## src/rtl/dma_timing_ctrl_if.sv

```systemverilog
// Bus-side handshake and strobe bundle of the 8237-style DMA timing controller.
// The master modport is the controller; the slave modport is the CPU/bus side.
interface dma_timing_ctrl_if #(
  parameter int NUM_CH = 4,
  parameter int ADDR_W = 16
);
  logic [NUM_CH-1:0] DREQ;
  logic              HLDA;
  logic              EOP_N_IN;
  logic              HRQ;
  logic [NUM_CH-1:0] DACK;
  logic              idle_cycle;
  logic              active_cycle;
  logic              ior;
  logic              iow;
  logic              memr;
  logic              memw;
  logic              aen;
  logic              adstb;
  logic              eop;
  logic [ADDR_W-1:0] addr_out;

  modport master (
    input  DREQ, HLDA, EOP_N_IN,
    output HRQ, DACK, idle_cycle, active_cycle, ior, iow, memr, memw,
           aen, adstb, eop, addr_out
  );

  modport slave (
    output DREQ, HLDA, EOP_N_IN,
    input  HRQ, DACK, idle_cycle, active_cycle, ior, iow, memr, memw,
           aen, adstb, eop, addr_out
  );
endinterface

```

## src/rtl/dma_timing_ctrl.sv

```systemverilog
// 8237-style DMA timing/priority controller: SI/S0/S1-S4 single-transfer sequencing.
// Define DMA_ROTATING_PRIORITY_EN for rotating priority; fixed priority (ch0 highest) otherwise.
module dma_timing_ctrl #(
  parameter int NUM_CH = 4,
  parameter int ADDR_W = 16,
  parameter int CNT_W  = 16
) (
  input  logic                     CLK,
  input  logic                     RESET_N,
  dma_timing_ctrl_if.master        bus,
  input  logic                     cfg_enable,
  input  logic [NUM_CH-1:0]        ch_mask,
  input  logic [2*NUM_CH-1:0]      ch_xfer_type,
  input  logic [NUM_CH-1:0]        ch_load,
  input  logic [ADDR_W*NUM_CH-1:0] ch_base_addr,
  input  logic [CNT_W*NUM_CH-1:0]  ch_base_count,
  output logic [NUM_CH-1:0]        tc_status
);
  localparam int GW = (NUM_CH > 1) ? $clog2(NUM_CH) : 1;

  typedef enum logic [2:0] {SI, S0, S1, S2, S3, S4} state_t;

  state_t            state;
  logic [GW-1:0]     grant;
  logic [1:0]        xfer;
  logic              tc_pend;
  logic              hrq, idle, active, ior, iow, memr, memw, aen, adstb, eop;
  logic [NUM_CH-1:0] dack;
  logic [ADDR_W-1:0] cur_addr  [NUM_CH];
  logic [CNT_W-1:0]  cur_count [NUM_CH];

  logic [NUM_CH-1:0] elig;
  logic [GW-1:0]     winner;
  logic [1:0]        win_type;
  logic              found;
  logic              abort;
  logic              tc_now;

  assign elig   = bus.DREQ & ~ch_mask & ~tc_status & {NUM_CH{cfg_enable}};
  assign abort  = (state inside {S1, S2, S3}) && !bus.HLDA;
  assign tc_now = tc_pend || !bus.EOP_N_IN || (cur_count[grant] == '0);

`ifdef DMA_ROTATING_PRIORITY_EN
  logic [GW-1:0] hi_ptr;
  logic [GW-1:0] idx;

  // NOTE: every variable written here gets a default first, otherwise a latch is inferred.
  always_comb begin
    winner = '0;
    found  = 1'b0;
    idx    = '0;
    for (int k = 0; k < NUM_CH; k++) begin
      idx = GW'((int'(hi_ptr) + k) % NUM_CH);
      if (!found && elig[idx]) begin
        winner = idx;
        found  = 1'b1;
      end
    end
  end
`else
  always_comb begin
    winner = '0;
    found  = 1'b0;
    for (int i = 0; i < NUM_CH; i++) begin
      if (!found && elig[i]) begin
        winner = GW'(i);
        found  = 1'b1;
      end
    end
  end
`endif

  assign win_type = ch_xfer_type[2*int'(winner) +: 2];

  // NOTE: sequential state uses non-blocking assignments only, so every reader sees pre-edge values.
  always_ff @(posedge CLK or negedge RESET_N) begin
    if (!RESET_N) begin
      state     <= SI;
      grant     <= '0;
      xfer      <= 2'b00;
      tc_pend   <= 1'b0;
      hrq       <= 1'b0;
      dack      <= '0;
      idle      <= 1'b1;
      active    <= 1'b0;
      {ior, iow, memr, memw} <= 4'b1111;
      aen       <= 1'b0;
      adstb     <= 1'b0;
      eop       <= 1'b1;
      tc_status <= '0;
`ifdef DMA_ROTATING_PRIORITY_EN
      hi_ptr    <= '0;
`endif
      // NOTE: the per-channel register file is small and must read 0 after reset, so it is reset like flops.
      for (int i = 0; i < NUM_CH; i++) begin
        cur_addr[i]  <= '0;
        cur_count[i] <= '0;
      end
    end else begin
      if (abort) begin
        state  <= SI;
        hrq    <= 1'b0;
        dack   <= '0;
        aen    <= 1'b0;
        adstb  <= 1'b0;
        idle   <= 1'b1;
        active <= 1'b0;
        {ior, iow, memr, memw} <= 4'b1111;
      end else begin
        case (state)
          SI: if (|elig) begin
            state <= S0;
            hrq   <= 1'b1;
          end
          S0: if (!(|elig)) begin
            state <= SI;
            hrq   <= 1'b0;
          end else if (bus.HLDA) begin
            state   <= S1;
            grant   <= winner;
            xfer    <= win_type;
            dack    <= NUM_CH'(1) << winner;
            aen     <= 1'b1;
            adstb   <= 1'b1;
            idle    <= 1'b0;
            active  <= 1'b1;
            tc_pend <= 1'b0;
          end
          S1: begin
            state <= S2;
            adstb <= 1'b0;
            ior   <= (xfer != 2'b01);
            memr  <= (xfer != 2'b10);
          end
          S2: begin
            state <= S3;
            memw  <= (xfer != 2'b01);
            iow   <= (xfer != 2'b10);
            if (!bus.EOP_N_IN) tc_pend <= 1'b1;
          end
          S3: begin
            state   <= S4;
            {ior, iow, memr, memw} <= 4'b1111;
            tc_pend <= tc_now;
            eop     <= !tc_now;
          end
          S4: begin
            state  <= SI;
            hrq    <= 1'b0;
            dack   <= '0;
            aen    <= 1'b0;
            idle   <= 1'b1;
            active <= 1'b0;
            eop    <= 1'b1;
            cur_addr[grant]  <= cur_addr[grant] + ADDR_W'(1);
            cur_count[grant] <= cur_count[grant] - CNT_W'(1);
            if (tc_pend) tc_status[grant] <= 1'b1;
`ifdef DMA_ROTATING_PRIORITY_EN
            hi_ptr <= (grant == GW'(NUM_CH - 1)) ? '0 : grant + GW'(1);
`endif
          end
          default: state <= SI;
        endcase
      end
      // Placed last so a load on the granted channel overrides the S4 update.
      for (int i = 0; i < NUM_CH; i++) begin
        if (ch_load[i]) begin
          cur_addr[i]  <= ch_base_addr[i*ADDR_W +: ADDR_W];
          cur_count[i] <= ch_base_count[i*CNT_W +: CNT_W];
          tc_status[i] <= 1'b0;
        end
      end
    end
  end

  assign bus.HRQ          = hrq;
  assign bus.DACK         = dack;
  assign bus.idle_cycle   = idle;
  assign bus.active_cycle = active;
  assign bus.ior          = ior;
  assign bus.iow          = iow;
  assign bus.memr         = memr;
  assign bus.memw         = memw;
  assign bus.aen          = aen;
  assign bus.adstb        = adstb;
  assign bus.eop          = eop;
  assign bus.addr_out     = cur_addr[grant];
endmodule

```

## src/flat_wrapper.sv

```systemverilog
// flat-port wrapper written by rule: the top's interface ports become plain ports
module dma_timing_ctrl_flat 
#(
  parameter int NUM_CH = 4,
  parameter int ADDR_W = 16,
  parameter int CNT_W  = 16
)
  (CLK, RESET_N, cfg_enable, ch_mask, ch_xfer_type, ch_load, ch_base_addr, ch_base_count, tc_status, bus_DREQ, bus_HLDA, bus_EOP_N_IN, bus_HRQ, bus_DACK, bus_idle_cycle, bus_active_cycle, bus_ior, bus_iow, bus_memr, bus_memw, bus_aen, bus_adstb, bus_eop, bus_addr_out);
  dma_timing_ctrl_if #(.NUM_CH(NUM_CH), .ADDR_W(ADDR_W)) bus_i ();
  input  logic CLK;
  input  logic RESET_N;
  input  logic cfg_enable;
  input  logic [NUM_CH-1:0] ch_mask;
  input  logic [2*NUM_CH-1:0] ch_xfer_type;
  input  logic [NUM_CH-1:0] ch_load;
  input  logic [ADDR_W*NUM_CH-1:0] ch_base_addr;
  input  logic [CNT_W*NUM_CH-1:0] ch_base_count;
  output logic [NUM_CH-1:0] tc_status;
  input wire logic [$bits(bus_i.DREQ)-1:0] bus_DREQ;
  input wire logic [$bits(bus_i.HLDA)-1:0] bus_HLDA;
  input wire logic [$bits(bus_i.EOP_N_IN)-1:0] bus_EOP_N_IN;
  output wire logic [$bits(bus_i.HRQ)-1:0] bus_HRQ;
  output wire logic [$bits(bus_i.DACK)-1:0] bus_DACK;
  output wire logic [$bits(bus_i.idle_cycle)-1:0] bus_idle_cycle;
  output wire logic [$bits(bus_i.active_cycle)-1:0] bus_active_cycle;
  output wire logic [$bits(bus_i.ior)-1:0] bus_ior;
  output wire logic [$bits(bus_i.iow)-1:0] bus_iow;
  output wire logic [$bits(bus_i.memr)-1:0] bus_memr;
  output wire logic [$bits(bus_i.memw)-1:0] bus_memw;
  output wire logic [$bits(bus_i.aen)-1:0] bus_aen;
  output wire logic [$bits(bus_i.adstb)-1:0] bus_adstb;
  output wire logic [$bits(bus_i.eop)-1:0] bus_eop;
  output wire logic [$bits(bus_i.addr_out)-1:0] bus_addr_out;
  assign bus_i.DREQ = bus_DREQ;
  assign bus_i.HLDA = bus_HLDA;
  assign bus_i.EOP_N_IN = bus_EOP_N_IN;
  assign bus_HRQ = bus_i.HRQ;
  assign bus_DACK = bus_i.DACK;
  assign bus_idle_cycle = bus_i.idle_cycle;
  assign bus_active_cycle = bus_i.active_cycle;
  assign bus_ior = bus_i.ior;
  assign bus_iow = bus_i.iow;
  assign bus_memr = bus_i.memr;
  assign bus_memw = bus_i.memw;
  assign bus_aen = bus_i.aen;
  assign bus_adstb = bus_i.adstb;
  assign bus_eop = bus_i.eop;
  assign bus_addr_out = bus_i.addr_out;
  dma_timing_ctrl #(.NUM_CH(NUM_CH), .ADDR_W(ADDR_W), .CNT_W(CNT_W)) u_core (.CLK(CLK), .RESET_N(RESET_N), .bus(bus_i), .cfg_enable(cfg_enable), .ch_mask(ch_mask), .ch_xfer_type(ch_xfer_type), .ch_load(ch_load), .ch_base_addr(ch_base_addr), .ch_base_count(ch_base_count), .tc_status(tc_status));
endmodule
```

## config.mk

```make
export PLATFORM = sky130hd
export DESIGN_NAME = dma_timing_ctrl_flat
export DESIGN_NICKNAME = d
export VERILOG_FILES = /design/src/rtl/dma_timing_ctrl_if.sv /design/src/rtl/dma_timing_ctrl.sv /design/src/flat_wrapper.sv
export SDC_FILE = /design/constraint.sdc
export NUM_CORES = 1
export LEC_CHECK = 0
export ABC_AREA = 1
export BUFFER_PORTS_ARGS = -buffer_cell sky130_fd_sc_hd__clkbuf_2
export CORE_MARGIN = 2
export CORE_UTILIZATION = 45
export DETAILED_ROUTE_END_ITERATION = 10
export GPL_ROUTABILITY_DRIVEN = 0
export PLACE_DENSITY = 0.74
export SETUP_SLACK_MARGIN = 0.2
export SLEW_MARGIN = 20
export SYNTH_ARGS = -nofsm -noshare
export SYNTH_HDL_FRONTEND = slang
export SYNTH_SLANG_ARGS = --single-unit
```

## constraint.sdc

```tcl
create_clock -name CLK -period 1.9 [get_ports CLK]
set_input_delay 0.19 -clock CLK [delete_from_list [all_inputs] [get_ports CLK]]
set_output_delay 0.19 -clock CLK [all_outputs]
set_load 0.01 [all_outputs]
```

### Word-level counts from Yosys, hierarchy flattened

Index checks and enable logic that the tools add are counted.

| word-level totals | value |
|---|---|
| flip-flop bits (word level) | 153 |
| logic and storage cells | 180 |
| output and inout port bits | 34 |

| operators by class | value |
|---|---|
| bitwise operators | 8 |
| equal/unequal tests | 19 |
| reduce and logical (&&, ||, !) cells | 48 |
| add/sub/neg operators | 2 |
| magnitude comparators | 4 |
| muxes and demuxes | 71 |
| shifts and indexed selects | 2 |

Operators with widths:

| operator | count |
|---|---|
| $mux W64 | 4 |
| $mux W16 | 13 |
| $bwmux W64 | 2 |
| $bmux W16 S2 | 2 |
| $demux W16 S2 | 1 |
| $mux W1 | 24 |
| $mux W4 | 6 |
| $reduce_and A3 Y1 | 7 |
| $reduce_bool A2 Y1 | 9 |
| $reduce_bool A3 Y1 | 6 |
| $add A16 B1 Y16 const B | 1 |
| $logic_not A16 Y1 | 1 |
| $pmux W1 S2 | 8 |
| $sub A16 B1 Y16 const B | 1 |
| $pmux W3 S5 | 1 |
| $ne A2 B2 Y1 const B | 7 |
| $and A4 B4 Y4 | 3 |
| $mux W3 | 4 |
| $reduce_and A2 Y1 | 6 |
| $not A4 Y4 | 2 |
| $pmux W4 S2 | 1 |
| $shiftx A8 B4 Y2 | 1 |
| $eq A3 B2 Y1 const B | 2 |
| $eq A3 B3 Y1 const B | 2 |
| 24 further kinds | 40 |

### Logic depth before layout (Yosys ltp)

| depth | value |
|---|---|
| depth after elaboration | 19 |
| gate-level depth with buffers | 16 |
| gate-level depth less buffers | 15 |

### Worst setup path before layout

No wires, ideal clock.

| timing | value |
|---|---|
| kind | flip-flop to flip-flop |
| from | register u_core.grant[0] |
| to | register u_core.cur_addr[14] (netlist bit) |
| slack | -0.135 ns |
| stages on the path, launching flop included | 14 |
| library setup time | 0.121 ns |
| arrival | 1.914 ns |
| path through | dfrtp_1 -> buf_6 -> buf_2 -> o21ai_0 -> nand2_1 -> nand2_1 -> ha_1 -> nand2_2 -> nor2_1 -> inv_1 -> nor2_1 -> nand4_1 -> nand3_1 -> nand2_1 |

| between the ends | value |
|---|---|
| word-level cells in the longest chain between the ends | 9 |
| elaborated cells on any way between the ends | 14 |
| classes of those cells | add/sub: 1; order compare: 2; mux: 9; bitwise: 1; reduce/logical: 1 |

Ends and longest elaborated chain:

| item | RTL line | source |
|---|---|---|
| start: declaration | dma_timing_ctrl.sv:24 | `logic [GW-1:0] grant;` |
| start signal: assignment | dma_timing_ctrl.sv:120 | `grant <= winner;` |
| $not A2 Y3 | n/a |  |
| $bmux W16 S2 | n/a |  |
| $mux W16 (2 in a row) | n/a |  |
| net bus_addr_out[1] | flat_wrapper.sv:33 | `output wire logic [$bits(bus_i.addr_out)-1:0] bus_addr_out;` |
| $add A16 B1 Y16 | dma_timing_ctrl.sv:155 | `cur_addr[grant] <= cur_addr[grant] + ADDR_W'(1);` |
| $bwmux W64 | dma_timing_ctrl.sv:155 |  |
| $mux W64 | dma_timing_ctrl.sv:110 | `case (state)` |
| $mux W64 | dma_timing_ctrl.sv:100 | `if (abort) begin` |
| $mux W16 | dma_timing_ctrl.sv:167 | `if (ch_load[i]) begin` |
| end signal: indexed assignment | dma_timing_ctrl.sv:155 |  |
| end signal: indexed assignment | dma_timing_ctrl.sv:168 | `cur_addr[i] <= ch_base_addr[i*ADDR_W +: ADDR_W];` |
| end: declaration | dma_timing_ctrl.sv:29 | `logic [ADDR_W-1:0] cur_addr [NUM_CH];` |

The timed path passes the listed nets, and every way through them passes these cells. The select of a mux whose other input is x is not followed.
A chain may end at the register's enable or synchronous reset.

### Worst setup path in the final report

| timing | value |
|---|---|
| from | register u_core.grant[0] |
| to | register u_core.cur_addr[15] (netlist bit) |

| between the ends | value |
|---|---|
| word-level cells in the longest chain between the ends | 9 |
| elaborated cells on any way between the ends | 14 |
| classes of those cells | add/sub: 1; order compare: 2; mux: 9; bitwise: 1; reduce/logical: 1 |

Ends and longest elaborated chain:

| item | RTL line |
|---|---|
| $not A2 Y3 (not written as such) (*) | dma_timing_ctrl.sv:155 |
| $bmux W16 S2 (tied with other cells) | dma_timing_ctrl.sv:155 |
| $mux W16 (not written as such) / $logic_and A1 B1 Y1 (equally long branches) | dma_timing_ctrl.sv:155 |
| $mux W16 (not written as such) | dma_timing_ctrl.sv:155 |
| $add A16 B1 Y16 / $demux W16 S2 (equally long branches) | dma_timing_ctrl.sv:155 |
| $bwmux W64 (*) | dma_timing_ctrl.sv:155 |
| $mux W64 (*) | dma_timing_ctrl.sv:110 |
| $mux W64 (*) | dma_timing_ctrl.sv:100 |
| $mux W16 (*) | dma_timing_ctrl.sv:167 |

Mark *: on every way between the ends. The rest lies on a longest branch, timed or not. The select of a mux whose other input is x is not followed.

==> qor.txt <==
Fin Hold WS: -0.0106 ns
boundary pin count: 187
max incr delay on CP: 0.45 ns
WP data arrival: 2.69 ns
CTS buffer count: 17
FF+latch count, synth: 153
dpl cells: 1575
Synth area leader: dfrtp_1
die width: 143 um
Slew Viols, Final: 0
failing checks: hold timing, setup timing
layout cell share with drive strength beyond 1: 50.7%
maximum operating frequency: 429 MHz
# DRC: 0
vias in the first global route: 9913
WL/cell: 23.1 um
first-pass GRT wire length: 52000 um
DRT iter0 DRCs: 1580
GRT Total Usage: 33.2%
PortBufs: 186
Max Fanout on Critical Path: 5
CP startpoint kind: register
measured slew at the worst slew-check pin: 0.441 ns
Final Setup Violations: 124
routed wire length: 39200 um
initial antenna violation count: 0
Sink Count: 153
gr ovfl total: 0
final setup margin: -0.433 ns
post-synthesis sequential area ratio: 44.0%
H-tree Lvls: 4
Sw Ratio: 44.4%
Pre-Repair DR Iteration Count: 6
CP cell instances: buf_6 > nor2_4 > buf_6 > buf_6 > nand2_4 > nand2_4 > nor2_4 > buf_6 > nor2_4 > nand2_4 > nor2_4 > nand2_2 > nand2_4 > nand3_2 > a21oi_1
crit path kind: reg -> reg
post-route clock period utilization: 123%
share of the synthesized area in the top cell type: 42.2%
Std-Cell Rows: 50
clk buf depth: 2
Mapped Cells: 1062
die area: 20500 sq um
Avg Inst Size Synth: 8.20 sq um
top post-synthesis cells by area: dfrtp_1, nand2_1, a22oi_1
Crit path max-delay family: simple AND/OR/NAND/NOR gates
Setup Skew: 0.0150 ns
Worst Hold Class: in -> reg
Area Growth Syn to Fin: 55.3%
Logic pwr share: 62.5%
Final Hold Viols: 1
Detail Placement HPWL: 22000 um
vias: 10700
Critical Path Sink Type: register
largest net degree at the start of global routing: 59
switching power total: 8870 uW
clk_lat worst skew: 0.44 ns
Reg clk slew, reported paths: 0.07 ns
CP bufs+invs: 4
Clk pwr share: 17.0%
internal power: 11100 uW
initial core utilization: 46.3%
max_cap viols: 0
number of routed nets with antenna violations: 0
CTS tree: yes
Pwr Density: 1480 nW/um^2
Post-Syn Area: 8710 sq um
Core ar.: 18800 sq um
Syn Nets: 1217
Ys Warns: 0
Reg power frac: 20.6%
worst rel slew slack: 70.3%
number of distinct library cells after synthesis: 49
Design Power: 20000 uW
Crit path required time: 2.25 ns
fin cells: 1701
fin nets: 1584
# diodes: 0
run status: finished, violations left
DR vias/cell: 6.28
CP max stage cell: dfrtp_2
Final Critical Period: 2.33 ns
fillers: 1260
IR Drop Worst-Case VDD: 846 uV
unrepaired setup endpoints after global routing: yes
leak pwr: 0.00648 uW
Clock Tree Root: clkbuf_16
setup slack, reg-to-reg: -0.43 ns
Die Y: 143 um
[final timing paths]
check / startpoint / end / depth (start not counted)
hold reg to reg: u_core.bus.idle_cycle / u_core.bus.idle_cycle / 2
setup / recovery: u_core.grant[0] / u_core.cur_addr[15] / 15
max in group asynchronous: RESET_N / u_core.bus.memw / 3
setup reg to reg: u_core.grant[0] / u_core.cur_addr[15] / 15
min in group asynchronous: RESET_N / u_core.cur_addr[20] / 2
hold / removal: ch_base_count[1] / u_core.cur_count[49] / 3
[layer usage]
layer | share of wire [%] | global-route usage, % | wire length (um) | vias up
li1 | - | - | - | 4382
met1 | 34 | 40.6 | 13200 | 4970
met2 | 46 | 55.9 | 18100 | 1002
met3 | 12 | 6.27 | 4720 | 321
met4 | 8.2 | 17.0 | 3200 | 0
met5 | 0 | 0 | 0 | -
[metrics by stage]
stage	TNS (ns)	cell area [sq um]	utilization (%)	worst slack, ns	hold slack [ns]
CTS	-12.42	12400	66.1	-0.205	0.000496
floorplan	0	8860	-	0.0356	-0.106
detailed placement	-11.48	10800	57.2	-0.194	0.0861
global placement	-7.73	10800	57.2	-0.148	0.0784
global route	-40.22	13500	71.8	-0.508	-0.0133
finish	-31.87	13500	71.8	-0.433	-0.0106
[layout make-up]
type | instances | area (sq um) | area share, %
Inverter | 71 | 313 | 2.31
Multi-Input combinational cell | 784 | 5430 | 40.2
Timing Repair Buffer | 401 | 3030 | 22.4
Tap cell | 260 | 325 | 2.41
Clock buffer | 21 | 480 | 3.55
Clock inverter | 10 | 95.1 | 0.703
Timing Repair inverter | 1 | 6.26 | 0.0463
Sequential cell | 153 | 3840 | 28.4
[kinds of logic (layout without fill, tap and decap cells)]
group           after synthesis  in the layout  synth area share, %
buf+inv                     125            504                 7.48
mux                           4              4                0.517
fa+ha+maj                     2              2                0.287
compound gates              220            220                 16.6
simple gates                550            550                 30.1
flops                       153            153                 44.0
xor+xnor                      8              8                0.977
[cell usage in the layout (no fill, tap or decap), types with 26 or more instances in the layout]
cell type and instances:
nand3_2 35, buf_4 137, dfrtp_1 145, o21ai_1 41
nor2_4 41, clkbuf_2 175, nand2_1 212, nor2_1 30
nand2_2 65, inv_2 26, nand2_4 32, buf_6 55
inv_1 32, a22oi_1 111, nand3_1 79
[state kept, by name, summed over array words and instances (netlist names), 2 cells and up]
register,cells
u_core.bus.DACK,4
u_core.grant,2
u_core.tc_status,4
u_core.xfer,2
u_core.cur_addr,64
u_core.state,3
u_core.cur_count,64
[power groups by stage]
| stage | combinational, uW | clock (uW) | sequential, uW |
|---|---|---|---|
| 2_1_floorplan | 4720 | 0 | 4050 |
| 3_3_place_gp | 7730 | 0 | 4070 |
| 3_5_place_dp | 7850 | 0 | 4090 |
| 4_1_cts | 9850 | 3340 | 4050 |
| 5_1_grt | 13000 | 3510 | 4130 |
| 6_report | 12500 | 3390 | 4100 |
[synthesized netlist by cell type (all sizes together)]
library cell  instances
o221ai                6
or2                   1
o211a                 1
a21oi                 7
nand2               309
a22oi               114
a31o                  1
xor2                  7
a31oi                 3
buf                  24
o211ai                4
nor2                 92
clkbuf               27
a211oi                2
nor3                  7
nand4                17
o21ai                78
ha                    2
a21boi                2
xnor2                 1
nand3               124
dfrtp               147
inv                  71
dfstp                 6
o22ai                 1
dlymetal6s2s          1
mux2                  4
dlygate4sd3           2
o21bai                1
[repair_timing]
action / CTS / global route
resized for setup: 184 / 208
hold buffers: 15 / 0
setup endpoints to repair: 150 / 161
hold endpoints to repair: 103 / 0
cloned: 2 / 3
setup buffers: 36 / 39
pin swaps: 47 / 89
[worst reg2reg max path: stages (launching register included)]
cell	delay, ns
dfrtp_2	0.45
buf_6	0.15
nor2_4	0.16
buf_6	0.17
buf_6	0.14
nand2_4	0.06
nand2_4	0.06
nor2_4	0.04
buf_6	0.12
nor2_4	0.17
nand2_4	0.09
nor2_4	0.18
nand2_2	0.10
nand2_4	0.11
nand3_2	0.07
a21oi_1	0.19
Note: power is estimated with default switching activity, not from simulation.
